File: config.mk
export PLATFORM = sky130hd
export DESIGN_NAME = sap_program_counter
export DESIGN_NICKNAME = d
export VERILOG_FILES = /design/src/rtl/sap_program_counter.sv
export SDC_FILE = /design/constraint.sdc
export NUM_CORES = 1
export LEC_CHECK = 0
export CORE_MARGIN = 1
export CORE_UTILIZATION = 42
export CTS_BUF_LIST = sky130_fd_sc_hd__clkbuf_16
export DETAILED_ROUTE_END_ITERATION = 7
export GPL_TIMING_DRIVEN = 0
export PLACE_DENSITY = 0.78
export SLEW_MARGIN = 20
export SYNTH_ARGS = -nofsm -noshare
export SYNTH_HDL_FRONTEND = slang
export SYNTH_SLANG_ARGS = --single-unit
File: constraint.sdc
create_clock -name clk -period 2.17 [get_ports clk]
set_input_delay 0.434 -clock clk [delete_from_list [all_inputs] [get_ports clk]]
set_output_delay 0.434 -clock clk [all_outputs]
set_load 0.1 [all_outputs]
File: src/rtl/sap_program_counter.sv
// ---------------------------------------------------------------------------
// sap_program_counter
//
// Program counter for the 16-bit SAP CPU. Holds the address of the next
// instruction. It is loaded from the shared system bus on jumps and advanced
// by STEP after each fetch.
//
// Priority per rising edge (rst high): [pc_restore] > pc_write > pc_inc > hold
//
// Ports:
//   clk        in   1      system clock, rising-edge active
//   rst        in   1      asynchronous reset, active-low
//   pc_write   in   1      load pc from bus on next rising edge
//   pc_inc     in   1      advance pc by STEP on next rising edge
//   bus        in   WIDTH  load / jump target
//   pc_save    in   1      (PC_SHADOW_EN only) copy resolved next pc to shadow
//   pc_restore in   1      (PC_SHADOW_EN only) reload pc from shadow
//   pc_out     out  WIDTH  current program counter, registered
//   pc_wrap    out  1      one-cycle pulse after an increment rolls over
//
// Optional feature macro: PC_SHADOW_EN (shadow register for interrupt
// entry/return). When undefined the shadow ports and register do not exist.
// ---------------------------------------------------------------------------
module sap_program_counter #(
    parameter int unsigned WIDTH       = 16,
    parameter logic [15:0] RESET_VALUE = 16'h0000,
    parameter int unsigned STEP        = 1
) (
    input  logic             clk,
    input  logic             rst,
    input  logic             pc_write,
    input  logic             pc_inc,
    input  logic [WIDTH-1:0] bus,
`ifdef PC_SHADOW_EN
    input  logic             pc_save,
    input  logic             pc_restore,
`endif
    output logic [WIDTH-1:0] pc_out,
    output logic             pc_wrap
);

    // Reset value truncated (or zero-extended) to the register width.
    localparam logic [WIDTH-1:0] RST_VAL  = WIDTH'(RESET_VALUE);
    // Step widened by one bit so the carry out of the top bit is visible.
    localparam logic [WIDTH:0]   STEP_EXT = (WIDTH + 1)'(STEP);

    logic [WIDTH-1:0] pc_q;
    logic [WIDTH-1:0] pc_d;
    logic             wrap_q;
    logic             wrap_d;
    logic [WIDTH:0]   sum_s;
    logic [WIDTH-1:0] resolved_s;
    logic             resolved_wrap_s;

    // Incrementer with carry-out; the top bit is the roll-over indication.
    assign sum_s = {1'b0, pc_q} + STEP_EXT;

    // Load / increment / hold resolution, before any shadow override.
    always_comb begin
        resolved_s      = pc_q;
        resolved_wrap_s = 1'b0;
        if (pc_write == 1'b1) begin
            resolved_s      = bus;
            resolved_wrap_s = 1'b0;
        end else if (pc_inc == 1'b1) begin
            resolved_s      = sum_s[WIDTH-1:0];
            resolved_wrap_s = sum_s[WIDTH];
        end else begin
            resolved_s      = pc_q;
            resolved_wrap_s = 1'b0;
        end
    end

`ifdef PC_SHADOW_EN
    logic [WIDTH-1:0] shadow_q;
    logic [WIDTH-1:0] shadow_d;

    // Restore overrides everything; save captures the value pc takes this
    // edge, but a simultaneous restore leaves the shadow untouched.
    always_comb begin
        pc_d     = resolved_s;
        wrap_d   = resolved_wrap_s;
        shadow_d = shadow_q;
        if (pc_restore == 1'b1) begin
            pc_d     = shadow_q;
            wrap_d   = 1'b0;
            shadow_d = shadow_q;
        end else if (pc_save == 1'b1) begin
            shadow_d = resolved_s;
        end else begin
            shadow_d = shadow_q;
        end
    end

    // Shadow register.
    always_ff @(posedge clk or negedge rst) begin
        if (!rst) begin
            shadow_q <= RST_VAL;
        end else begin
            shadow_q <= shadow_d;
        end
    end
`else
    // No shadow: next state is the plain load/increment/hold result.
    always_comb begin
        pc_d   = resolved_s;
        wrap_d = resolved_wrap_s;
    end
`endif

    // Program counter and wrap-pulse registers.
    always_ff @(posedge clk or negedge rst) begin
        if (!rst) begin
            pc_q   <= RST_VAL;
            wrap_q <= 1'b0;
        end else begin
            pc_q   <= pc_d;
            wrap_q <= wrap_d;
        end
    end

    assign pc_out  = pc_q;
    assign pc_wrap = wrap_q;

endmodule

Word-level counts from Yosys, hierarchy flattened --
Cells that the tools add are included.
Cells by class: reduce and logical (&&, ||, !) cells 1, muxes and demuxes 4, shift-type cells 0, div/mod/pow operators 0, equal/unequal tests 0, $lt $le $gt $ge 0, bitwise operators 0, add/subtract/negate cells 1, $mul 0
Operators by type and width (number):
- $mux W16 | 2
- $add A16 B1 Y17 const B | 1
- $mux W1 | 2
- $reduce_bool A2 Y1 | 1
Word-level totals: bits in registers 17, output and inout port bits 17, bits in writable memories 0, bits in latches 0, memory bits (read-only) 0, memories kept 0

Logic depth before layout (Yosys ltp) --
depth after elaboration 3, depth in mapped cells 5

Least setup slack after synthesis --
OpenSTA, ideal clock, no wires.
path type register to register, start point register pc_q[0], in the netlist pc_out[0], end point register pc_q[14], in the netlist pc_out[14], data arrival time 2287 ps, clock period less this slack 2364 ps, data required time 2093 ps, slack -194 ps, cell stages (with the launch flop) 6, library setup time 77 ps, path through dfrtp_1 ha_1 nand4_1 or4_4 xor2_1 o21ai_1
Between the ends: longest elaborated chain between the ends 3
Ends and longest elaborated chain:
- from (decl) | RTL line 47 | logic [WIDTH-1:0] pc_q;
- from (signal assigned) | RTL line 117 | pc_q <= pc_d;
- $add A16 B1 Y17 | RTL line 56 | assign sum_s = {1'b0, pc_q} + STEP_EXT;
- $mux W16 | RTL line 65 | end else if (pc_inc == 1'b1) begin
- $mux W16 | RTL line 62 | if (pc_write == 1'b1) begin
Every way passes these cells. The select of a mux whose other input is x is not followed. A chain may end at the register's enable or synchronous reset.

Worst setup path after layout --
start point register wrap_q, in the netlist pc_wrap, end point output port pc_wrap
RTL lines:
- from (decl) | RTL line 49 | logic wrap_q;
- from (signal assigned) | RTL line 118 | wrap_q <= wrap_d;
- to (decl) | RTL line 39 | output logic pc_wrap
No word-level cell between the ends.

==> metrics <==
Reg area=435.4 um^2; number of remaining DRC errors=0; First-pass DRT Iterations=4; outcome=complete, no violations; post-synth top area cell=dfrtp_1; Worst Hold Class=reg2reg; Final Hold Violating Endpoints=0; relative slew slack=35.82%; area of the multi-input gates=between 400 and 500 um^2; CTS Buffer Depth=2; Crit Path Category=reg2out; Cell Rows=16; Final Non-Filler Cells=162; Mapped Cells=96; Cell Area, Synth=907.1 um^2; Worst-path clk slew=around 0.050 ns; Antenna Cells=0; HPWL Detailed=1575 um; arrival time at the worst endpoint=1.70 ns; worst-path cell chain=clkdlybuf4s50_1; Worst path top cell family by delay=buffers and inverters; register area share after synthesis=46.90%; WP buf/inv=1; initial antenna violation count=0; FILL cells=157; Sink Count=17; initial core utilization=45.31%; startpoint types=flop; first-pass GRT wire length=3698 um; actual slew at the worst max-slew pin=0.9597 ns; Final ANT Viol Nets=0; Detailed Route Iter0 Violations=16; final cycle utilization of the critical path=98.40%; GRT Total Usage=approximately a fifth; root buffer cell=clkbuf_16; placeable core area=2002 um^2; Max Slew Vio Count=0; Area contributors post-synth=dfrtp_1 (47%), nand2_1 (8.3%), xnor2_1 (7.7%); Die X=48.48 um; largest net degree at the start of global routing=18; syn_nets=117; max cap viols=0; wire per inst=approximately 13 um; gr ovfl total=0; # Post-CTS Setup Buffers=0; post-layout min period=2.135 ns; CTS Buf Count=3; RSZ-0062 raised after global routing=false; share of cells above drive strength 1=11.85%; I/O pins=37; area grow syn2layout=49.93%; worst-path cell with the longest stage delay=clkdlybuf4s50_1; worst skew pair latency=approximately 0.25 ns; share of the synthesized area in the top cell type=46.90%; Inst Count DP=about 160; die height=a little under 50 um; CTS tree=built; yosys warns=0; fin nets=~160; Final Wtd Congestion=slightly above 0.8; DIE AREA=2350 um^2; post_cts resized=16; cts hold-fix bufs=0; WP data required=1.74 ns; commonest non-fill, non-tap cells in the layout=nand2_1 (20), clkdlybuf4s50_1 (19), dlygate4sd2_1 (16), o21ai_0 (13), dfrtp_1 (9); Critical Path Fanout Max=1; vias in the first global route=805; PortBufs=35; final setup fails=0; Syn Area/Cell=9.449 um^2; Clock Skew=0.001895 ns; setup_tns=0 ns; Synth cell types=21; vias per inst=5.099; Max Clock Freq=468.3 MHz; worst vdd ir=between 500 and 600 uV; CP endpoint kind=primary output; max incr delay on CP=1.12 ns; CTS H-Tree Depth=1; final WL=2120 um; static leakage=0.5578 nW; cell area power density=838.3 nW/um^2; most common cell after layout, fill and taps aside=nand2_1; FF+latch count, synth=17; via count=826
==> worst paths after layout <==
path                            start    endpoint  slack, ns  cells after the start
max                           pc_wrap     pc_wrap       0.03                      1
min                        pc_out[15]     pc_wrap       0.56                      2
max reg2reg                 pc_out[0]  pc_out[14]       0.48                      5
min reg2reg                pc_out[15]     pc_wrap       0.56                      2
max in group asynchronous         rst   pc_out[5]       1.01                      1
min in group asynchronous         rst  pc_out[10]       0.64                      1
==> flip-flops by register name (all words and copies together), names as in the netlist <==
name,count
pc_wrap,1
pc_out,16
==> cell type report <==
class                   count  area share (%)
repair buffers             35           24.29
clock inverters             1          0.2760
inverters                   2          0.5520
flip-flops and latches     17           32.01
plain buffers               4           1.196
well taps                  27           2.484
multi-input cells          73           33.67
clock buffers               3           5.520
==> power by group <==
group,total (W),internal (W),switching (W)
Clock,0.000366,0.000245,0.000121
Sequential,0.000396,0.000351,0.0000450
Combinational,0.000379,0.0000928,0.000286
==> per-layer routing <==
layer | vias to the layer above | track usage (%) | wire length [um]
li1 | 412 | - | -
met1 | 372 | 26.52 | 981
met2 | 36 | 30.75 | 927
met3 | 6 | 7.862 | 155
met4 | 0 | 14.71 | 56
met5 | - | 0 | 0
==> through the flow <==
| step | power [W] | utilization (%) | hold slack (ns) | setup slack (ns) | instance area [um^2] |
|---|---|---|---|---|---|
| 4_1_cts | 0.001151 | 67.94 | 0.5642 | 0.02695 | 1360 |
| 2_1_floorplan | 0.0006803 | - | 0.1384 | 0.001627 | 917.1 |
| 6_report | 0.001140 | 67.94 | 0.5608 | 0.03470 | 1360 |
| 3_5_place_dp | 0.0008042 | 65.00 | 0.5639 | 0.1592 | 1301 |
| 3_3_place_gp | 0.0007979 | 65.00 | 0.5420 | 0.1657 | 1301 |
| 5_1_grt | 0.001189 | 67.94 | 0.5902 | 0.005814 | 1360 |
==> kinds of logic after synthesis <==
logic type      Yosys count  synth area share (%)
compound gates           14                 7.723
flops                    17                 46.90
simple gates             40                 23.31
xor+xnor                 15                 14.48
mux                       3                 3.586
fa+ha+maj                 1                 1.379
buf+inv                   6                 2.620
==> synth_stat cells, drive strengths merged <==
cell type  instances
or4                1
nand3              2
and4               1
xor2               7
mux2i              1
and3               1
nor3               3
nor4               4
xnor2              8
dfrtp             17
buf                1
inv                2
ha                 1
nand2             20
mux2               2
clkbuf             3
nor2               2
o21ai             14
nand4              6
No activity file was read; power rests on OpenSTA's default activity.
